--- config.mk ---
export PLATFORM = sky130hd
export DESIGN_NAME = port_xfer_ctrl_flat
export DESIGN_NICKNAME = d
export VERILOG_FILES = /design/src/rtl/port_xfer_ctrl_if.sv /design/src/rtl/port_xfer_ctrl.sv /design/src/flat_wrapper.sv
export SDC_FILE = /design/constraint.sdc
export NUM_CORES = 1
export LEC_CHECK = 0
export BUFFER_PORTS_ARGS = -buffer_cell sky130_fd_sc_hd__buf_2
export CORE_MARGIN = 5
export CORE_UTILIZATION = 45
export CTS_CLUSTER_SIZE = 40
export DETAILED_ROUTE_END_ITERATION = 8
export PLACE_DENSITY_LB_ADDON = 0.1
export RECOVER_POWER = 50
export REMOVE_ABC_BUFFERS = 1
export SLEW_MARGIN = 25
export SYNTH_ARGS = -nofsm -noshare
export SYNTH_HDL_FRONTEND = slang
export SYNTH_SLANG_ARGS = --single-unit
--- constraint.sdc ---
create_clock -name clk -period 2.05 [get_ports clk]
set_clock_uncertainty 0.05 [all_clocks]
set_input_delay 0 -clock clk [delete_from_list [all_inputs] [get_ports clk]]
set_output_delay 0 -clock clk [all_outputs]
set_load 0.02 [all_outputs]
--- src/rtl/port_xfer_ctrl_if.sv ---
// Request/response handshake plus pad-side signals of the bidirectional port engine.
// The master side is the requesting FSM and pad model; the slave side is port_xfer_ctrl.
interface port_xfer_ctrl_if #(
  parameter int WIDTH = 8
) ();
  logic             req_valid;
  logic             req_ready;
  logic             req_write;
  logic [WIDTH-1:0] req_data;
  logic             rsp_valid;
  logic [WIDTH-1:0] rsp_data;
  logic [WIDTH-1:0] port_in;
  logic [WIDTH-1:0] port_out;
  logic             port_oe;
  logic             port_dir;
  logic             busy;

  modport master (
    output req_valid, req_write, req_data, port_in,
    input  req_ready, rsp_valid, rsp_data, port_out, port_oe, port_dir, busy
  );

  modport slave (
    input  req_valid, req_write, req_data, port_in,
    output req_ready, rsp_valid, rsp_data, port_out, port_oe, port_dir, busy
  );
endinterface

--- src/rtl/port_xfer_ctrl.sv ---
// Single-word transfer engine for a bidirectional pad bundle: sequences buffer
// direction and local output enable with a dead-time turnaround, and synchronises reads.
module port_xfer_ctrl #(
  parameter int WIDTH        = 8,
  parameter int SYNC_STAGES  = 2,
  parameter int TURN_CYCLES  = 2,
  parameter int HOLD_CYCLES  = 1,
  parameter int RELEASE_IDLE = 0
) (
  input  logic           clk,
  input  logic           reset,
  port_xfer_ctrl_if.slave bus
);

  localparam int MAX_A   = (TURN_CYCLES > HOLD_CYCLES) ? TURN_CYCLES : HOLD_CYCLES;
  localparam int MAX_B   = (MAX_A > SYNC_STAGES + 1) ? MAX_A : SYNC_STAGES + 1;
  localparam int MAX_CNT = (MAX_B > RELEASE_IDLE) ? MAX_B : RELEASE_IDLE;
  localparam int CW      = $clog2(MAX_CNT + 1) + 1;
  localparam int REL_LAST = (RELEASE_IDLE == 0) ? 0 : RELEASE_IDLE - 1;

  typedef enum logic [2:0] {
    IDLE,
    TURN_OUT,
    DRIVE,
    TURN_IN,
    SAMPLE
  } state_e;

  state_e                             state_q, state_d;
  logic [CW-1:0]                      cnt_q, cnt_d;
  logic [CW-1:0]                      idle_cnt_q, idle_cnt_d;
  logic                               release_q, release_d;
  logic [WIDTH-1:0]                   data_q, data_d;
  logic                               port_dir_q, port_dir_d;
  logic                               port_oe_q, port_oe_d;
  logic [WIDTH-1:0]                   port_out_q, port_out_d;
  logic                               rsp_valid_q, rsp_valid_d;
  logic [WIDTH-1:0]                   rsp_data_q, rsp_data_d;
  logic [SYNC_STAGES-1:0][WIDTH-1:0]  sync_q, sync_d;
  logic                               accept;

  assign accept = bus.req_valid && (state_q == IDLE);

  always_comb begin
    state_d     = state_q;
    cnt_d       = cnt_q;
    idle_cnt_d  = '0;
    release_d   = release_q;
    data_d      = data_q;
    port_dir_d  = port_dir_q;
    port_oe_d   = port_oe_q;
    port_out_d  = port_out_q;
    rsp_valid_d = 1'b0;
    rsp_data_d  = rsp_data_q;
    sync_d      = {sync_q[SYNC_STAGES-2:0], bus.port_in};

    unique case (state_q)
      IDLE: begin
        if (accept) begin
          cnt_d  = '0;
          data_d = bus.req_data;
          if (bus.req_write) begin
            if (port_dir_q) begin
              state_d    = DRIVE;
              port_out_d = bus.req_data;
              port_oe_d  = 1'b1;
            end else begin
              state_d    = TURN_OUT;
              port_dir_d = 1'b1;
            end
          end else if (port_dir_q) begin
            state_d   = TURN_IN;
            port_oe_d = 1'b0;
            release_d = 1'b0;
          end else begin
            state_d = SAMPLE;
          end
        end else if ((RELEASE_IDLE != 0) && port_dir_q) begin
          // An accept on the terminal idle cycle takes the branch above instead.
          if (idle_cnt_q == CW'(REL_LAST)) begin
            state_d   = TURN_IN;
            port_oe_d = 1'b0;
            release_d = 1'b1;
            cnt_d     = '0;
          end else begin
            idle_cnt_d = idle_cnt_q + CW'(1);
          end
        end
      end
      TURN_OUT: begin
        if (cnt_q == CW'(TURN_CYCLES - 1)) begin
          state_d    = DRIVE;
          port_out_d = data_q;
          port_oe_d  = 1'b1;
          cnt_d      = '0;
        end else begin
          cnt_d = cnt_q + CW'(1);
        end
      end
      DRIVE: begin
        if (cnt_q == CW'(HOLD_CYCLES - 1)) begin
          state_d = IDLE;
          cnt_d   = '0;
        end else begin
          cnt_d = cnt_q + CW'(1);
        end
      end
      TURN_IN: begin
        if (cnt_q == CW'(TURN_CYCLES - 1)) begin
          port_dir_d = 1'b0;
          cnt_d      = '0;
          release_d  = 1'b0;
          state_d    = release_q ? IDLE : SAMPLE;
        end else begin
          cnt_d = cnt_q + CW'(1);
        end
      end
      SAMPLE: begin
        if (cnt_q == CW'(SYNC_STAGES)) begin
          rsp_valid_d = 1'b1;
          rsp_data_d  = sync_q[SYNC_STAGES-1];
          state_d     = IDLE;
          cnt_d       = '0;
        end else begin
          cnt_d = cnt_q + CW'(1);
        end
      end
      default: begin
        state_d = IDLE;
        cnt_d   = '0;
      end
    endcase
  end

  always_ff @(posedge clk or posedge reset) begin
    if (reset) begin
      state_q     <= IDLE;
      cnt_q       <= '0;
      idle_cnt_q  <= '0;
      release_q   <= 1'b0;
      data_q      <= '0;
      port_dir_q  <= 1'b0;
      port_oe_q   <= 1'b0;
      port_out_q  <= '0;
      rsp_valid_q <= 1'b0;
      rsp_data_q  <= '0;
      sync_q      <= '0;
    end else begin
      state_q     <= state_d;
      cnt_q       <= cnt_d;
      idle_cnt_q  <= idle_cnt_d;
      release_q   <= release_d;
      data_q      <= data_d;
      port_dir_q  <= port_dir_d;
      port_oe_q   <= port_oe_d;
      port_out_q  <= port_out_d;
      rsp_valid_q <= rsp_valid_d;
      rsp_data_q  <= rsp_data_d;
      sync_q      <= sync_d;
    end
  end

  assign bus.req_ready = (state_q == IDLE);
  assign bus.busy      = (state_q != IDLE);
  assign bus.port_dir  = port_dir_q;
  assign bus.port_oe   = port_oe_q;
  assign bus.port_out  = port_out_q;
  assign bus.rsp_valid = rsp_valid_q;
  assign bus.rsp_data  = rsp_data_q;

  // The pads and the external buffer must never drive against each other.
  oe_implies_dir: assert property (@(posedge clk) disable iff (reset) port_oe_q |-> port_dir_q);

endmodule

--- src/flat_wrapper.sv ---
// flat-port wrapper written by rule: the top's interface ports become plain ports
module port_xfer_ctrl_flat 
#(
  parameter int WIDTH        = 8,
  parameter int SYNC_STAGES  = 2,
  parameter int TURN_CYCLES  = 2,
  parameter int HOLD_CYCLES  = 1,
  parameter int RELEASE_IDLE = 0
)
  (clk, reset, bus_req_valid, bus_req_write, bus_req_data, bus_port_in, bus_req_ready, bus_rsp_valid, bus_rsp_data, bus_port_out, bus_port_oe, bus_port_dir, bus_busy);
  port_xfer_ctrl_if #(.WIDTH(WIDTH)) bus_i ();
  input  logic clk;
  input  logic reset;
  input wire logic [$bits(bus_i.req_valid)-1:0] bus_req_valid;
  input wire logic [$bits(bus_i.req_write)-1:0] bus_req_write;
  input wire logic [$bits(bus_i.req_data)-1:0] bus_req_data;
  input wire logic [$bits(bus_i.port_in)-1:0] bus_port_in;
  output wire logic [$bits(bus_i.req_ready)-1:0] bus_req_ready;
  output wire logic [$bits(bus_i.rsp_valid)-1:0] bus_rsp_valid;
  output wire logic [$bits(bus_i.rsp_data)-1:0] bus_rsp_data;
  output wire logic [$bits(bus_i.port_out)-1:0] bus_port_out;
  output wire logic [$bits(bus_i.port_oe)-1:0] bus_port_oe;
  output wire logic [$bits(bus_i.port_dir)-1:0] bus_port_dir;
  output wire logic [$bits(bus_i.busy)-1:0] bus_busy;
  assign bus_i.req_valid = bus_req_valid;
  assign bus_i.req_write = bus_req_write;
  assign bus_i.req_data = bus_req_data;
  assign bus_i.port_in = bus_port_in;
  assign bus_req_ready = bus_i.req_ready;
  assign bus_rsp_valid = bus_i.rsp_valid;
  assign bus_rsp_data = bus_i.rsp_data;
  assign bus_port_out = bus_i.port_out;
  assign bus_port_oe = bus_i.port_oe;
  assign bus_port_dir = bus_i.port_dir;
  assign bus_busy = bus_i.busy;
  port_xfer_ctrl #(.WIDTH(WIDTH), .SYNC_STAGES(SYNC_STAGES), .TURN_CYCLES(TURN_CYCLES), .HOLD_CYCLES(HOLD_CYCLES), .RELEASE_IDLE(RELEASE_IDLE)) u_core (.clk(clk), .reset(reset), .bus(bus_i));
endmodule
-- Word level (Yosys, flattened, before mapping)
Index checks and enable logic that the tools add are counted.
- add/sub/neg operators: 1
- multiplexer cells: 35
- divide/modulo/power cells: 0
- eq/ne operators: 14
- shift operators: 0
- bitwise logic cells: 0
- reduce and logical (&&, ||, !) cells: 14
- $lt $le $gt $ge: 0
- multipliers: 0
- operator list (cell ; count):
    2-to-1 mux 3 bit ; 12
    2-to-1 mux 8 bit ; 4
    case mux 8 bit (2 select lines) ; 1
    case mux 3 bit (5 select lines) ; 1
    AND reduction 5 bit ; 3
    2-to-1 mux 1 bit ; 12
    inequality test 2 x 1 -> 1 bit (second input constant) ; 6
    case mux 3 bit (4 select lines) ; 1
    == test 3 x 2 -> 1 bit (second input constant) ; 3
    AND reduction 4 bit ; 2
    == test 3 x 1 -> 1 bit (second input constant) ; 2
    logical NOT 3 bit ; 2
    case mux 1 bit (2 select lines) ; 3
    inequality test 2 bit (second input constant) ; 2
    AND reduction 2 bit ; 2
    nonzero test 2 bit ; 2
    adder 3 x 1 -> 3 bit (second input constant) ; 1
    == test 3 bit (second input constant) ; 1
    nonzero test 3 bit ; 1
    2-to-1 mux 2 bit ; 1
    OR reduction 2 bit ; 1
    logical AND 1 bit ; 1
- bits in writable memories: 0
- flip-flop bits (word level): 50
- memories: 0
- ROM bits: 0
- latch bits: 0
- logic and storage cells: 75

-- Depth between registers and ports, before layout
- depth in word-level cells: 4
- depth in mapped cells: 7
- depth with buffers taken out: 6

-- Worst setup path after synthesis
No wires, ideal clock.
- kind: flip-flop to flip-flop
- from: register u_core.state_q[0]
- to: register u_core.data_q[0]
- cell stages (with the launch flop): 6
- clock period less this slack: 1997 ps
- data arrival time: 1823 ps
- path slack: 53 ps
- data required time: 1875 ps
- cells stage by stage: dfrtp_1 > clkbuf_8 > nor3_1 > and2_1 > buf_6 > mux2_2
- cells in the longest elaborated chain, start to end: 3
- RTL lines (what ; line ; source):
    start: declaration ; port_xfer_ctrl.sv:29 ; state_e state_q, state_d;
    start signal: assignment ; port_xfer_ctrl.sv:149 ; state_q <= state_d;
    logical NOT 3 bit * ; -- ;
    via bus_req_ready ; flat_wrapper.sv:18 ; output wire logic [$bits(bus_i.req_ready)-1:0] bus_req_ready;
    logical AND 1 bit ; port_xfer_ctrl.sv:42 ; assign accept = bus.req_valid && (state_q == IDLE);
    AND reduction 2 bit (no source line) * ; -- ;
    end signal: assignment ; port_xfer_ctrl.sv:153 ; data_q <= data_d;
    end: declaration ; port_xfer_ctrl.sv:33 ; logic [WIDTH-1:0] data_q, data_d;
Mark *: on every way through the listed nets, which the timed path passes. The rest lies on a longest branch.
A chain may end at the register's enable or synchronous reset.

-- Final worst setup path
- from: register u_core.cnt_q[0]
- to: register u_core.rsp_data_q[2], in the netlist u_core.bus.rsp_data[2]
- cells in the longest elaborated chain, start to end: 2
- RTL lines (what ; line ; source):
    start: declaration ; port_xfer_ctrl.sv:30 ; logic [CW-1:0] cnt_q, cnt_d;
    start signal: assignment ; port_xfer_ctrl.sv:150 ; cnt_q <= cnt_d;
    == test 3 x 2 -> 1 bit ; port_xfer_ctrl.sv:119 ; if (cnt_q == CW'(SYNC_STAGES)) begin
    AND reduction 2 bit (no source line) ; -- ;
    end signal: assignment ; port_xfer_ctrl.sv:158 ; rsp_data_q <= rsp_data_d;
    end: declaration ; port_xfer_ctrl.sv:38 ; logic [WIDTH-1:0] rsp_data_q, rsp_data_d;
Every way passes these cells.

==> run summary <==
Starting Density = 46.3%
nature of the critical path startpoint = flip-flop
DRT Pass-1 Iters = 4
DRC viols = 0
Leak Pwr = 1.16 nW
Synth Area per Inst = 13.5 sq um
Distinct cells, synth = 30
NumNets Final = 235
RSZ-0062 raised after global routing = false
IO buf count = 40
Pwr Total = 3.31 mW
Total Routing Usage GR = 13.5%
R2R setup slack = 0.21 ns
Critical Path RT = 2.19 ns
DR top layer = met4
via count = 1310
CTS tree = done
Worst Hold Path EP = u_core.cnt_q[2]
Slew Limit Fails = 0
P_int = 2.04 mW
Post-DP Area = 0.00222 sq mm
largest cells by area after synthesis = dfrtp_1 (61%), mux2_2 (9.6%), mux2i_1 (4.0%), ha_1 (3.1%), nor2_1 (2.8%)
width of the die = 76.7 um
count leader, synth = dfrtp_1
PD cells = 1340 mW/mm^2
Slew headroom = 37.7%
clock-pin slew on the worst setup and hold paths = 0.09 ns
drt total wl = 3.72 mm
Synth top area share = 61.2%
WL met2 = 1.84 mm
Clk Tree Root Cell = clkbuf_8
clock latency on the worst-skew pair = 0.30 ns
Num CTS Buffers = 5
postcts setup bufs = 0
clock tree buffer depth = 2
CTS HTree Levels = 2
Crit-path slowest cell = dfrtp_1
power share of the combinational group = 37.4%
HP Class = input port to flip-flop
CP Max Fanout = 9
hold path depth = 3
die area = 0.00588 sq mm
Slowest Stage Delay on Critical Path = 0.43 ns
synthesis-to-finish area growth = 23.4%
Met3 Routed Length = 163 um
Yosys warning total = 0
Synth area leader = dfrtp_1
worst setup path class = flip-flop to flip-flop
Net Sw Frac = 38.3%
max frequency = 0.542 GHz
Rows = 24
WP buf/inv = 1
worst hold slack = 0.0250 ns
die span in y = 76.7 um
DP HPWL = 2.65 mm
Antenna Nets Post-Route = 0
r2r startpoint = u_core.cnt_q[0]
ys flop type = dfrtp_1
Clock Power Share = 17.7%
n_diodes = 0
Synth Instances = 148
CP arrival = 1.98 ns
M1 WL = 1.69 mm
status = finished, final reports clean
first-pass GRT wire length = 6.42 mm
number of synthesized flops with an enable pin = 0
Worst Setup End Kind = flip-flop
share of layout cells above drive strength 1 = 25.6%
maxcap violations = 0
total gr overflow = 0
mapped cell area = 0.00200 sq mm
via-per-instance ratio = 4.98
initial antenna violation count = 0
Post-Layout Inst Area = 0.00247 sq mm
Post-synth ARST share = 100%
Max VDD drop = 0.000685 V
# IOs = 41
final number of setup-violating endpoints = 0
Final period util = 89.9%
most frequent cells after synthesis = dfrtp_1 (49), mux2_2 (17), nor2_1 (15), a21oi_1 (10)
Yosys reg bits = 49
CP cell instances = inv_1 > ha_1 > nor2b_1 > nand3_1 > mux2_2
number of global-route vias before repair = 1332
Initial DRC Count = 73
Min-Delay Startpoint = bus_req_valid
largest net degree at the start of global routing = 26
DR WL/cell = 14.2 um
gpl congestion = 0.763
Setup TNS = 0 ns
Sequential Power Share = 44.8%
Core Footprint = 0.00432 sq mm
CP delay by family, top = simple AND/OR/NAND/NOR gates
r2r worst-path depth = 5
Reg2Reg Capture Point = u_core.bus.rsp_data[2]
post-synthesis sequential area ratio = 61.2%
switching power = 1.27 mW
Tmin final = 1.84 ns
measured slew at the worst slew-check pin = 0.933 ns
final hold vios = 0
CTS sink count = 49
## area by class of cell
| class | instances | area, sq um |
|---|---|---|
| multi-input combinational | 85 | 678 |
| clock inverter | 3 | 26.3 |
| timing repair buffer | 61 | 375 |
| tap | 52 | 65.1 |
| fill | 359 | 1850 |
| inverter | 8 | 30.0 |
| sequential | 49 | 1230 |
| clock buffer | 5 | 68.8 |
## metrics by stage
step | util [%] | std cells | worst slack [ns]
floorplan | - | 142 | -0.00645
global placement | 51.4 | 237 | 0.171
detailed placement | 51.4 | 237 | 0.0776
CTS | 57.7 | 263 | 0.0775
global route | 57.1 | 263 | 0.0356
finish | 57.1 | 263 | 0.206
## cell families after synthesis
group	after synthesis	synth area share (%)
AO/OA/AOI/OAI	22	8.56
adder cells (fa/ha/maj)	5	3.13
buffers and inverters	14	4.94
flip-flops	49	61.3
multiplexers	25	13.6
AND/OR/NAND/NOR	33	8.56
## sequential cells by signal, indices dropped and copies added, names as in the netlist, 3 cells and up
signal	count
u_core.bus.port_out	8
u_core.bus.rsp_data	8
u_core.cnt_q	3
u_core.data_q	8
u_core.state_q	3
u_core.sync_d	8
u_core.sync_q	8
## power by group through the flow
| stage | logic (mW) | clock network (mW) | registers, mW |
|---|---|---|---|
| after floorplan | 0.738 | 0 | 1.63 |
| after global placement | 1.23 | 0 | 1.48 |
| after detailed placement | 1.26 | 0 | 1.50 |
| after CTS | 1.29 | 0.616 | 1.48 |
| after global routing | 1.36 | 0.662 | 1.52 |
| final | 1.24 | 0.587 | 1.48 |
## worst max path at each step
stage                                  from                      to  depth (start not counted)  slack, ns
after floorplan           u_core.state_q[0]        u_core.data_q[0]                          3     -0.006
after global placement    u_core.state_q[0]        u_core.data_q[6]                          3       0.17
after detailed placement  u_core.state_q[0]        u_core.data_q[4]                          3       0.08
after CTS                 u_core.state_q[0]        u_core.data_q[4]                          3       0.08
after global routing        u_core.cnt_q[1]  u_core.bus.port_out[3]                          7       0.04
final                       u_core.cnt_q[0]  u_core.bus.rsp_data[2]                          5       0.21
## timing repair
item                       in CTS  in global routing
hold buffers                   18                  0
resized for setup               0                  1
hold endpoints to repair       48                  0
setup endpoints to repair       0                  8
## layout by cell type (no fill, tap or decap), types with 4 or more instances in the layout
cell,n
a21oi_1,10
buf_2,21
clkbuf_1,20
clkbuf_8,5
dfrtp_1,49
dlygate4sd3_1,18
ha_1,5
inv_1,8
mux2_2,17
mux2i_1,8
nand2b_1,4
nor2_1,15
## metal layers
metal | global-route usage (%) | up-vias
met5 | 0 | -
met4 | 4.20 | 0
met3 | 3.98 | 4
met1 | 17.8 | 650
met2 | 21.5 | 26
li1 | - | 630
## tightest hold or removal path: cells and delay by family
family          cells  cell delay [ns]
simple gates        1             0.06
buf+inv             1             0.11
compound gates      1             0.17
Note: power is estimated with default switching activity, not from simulation.
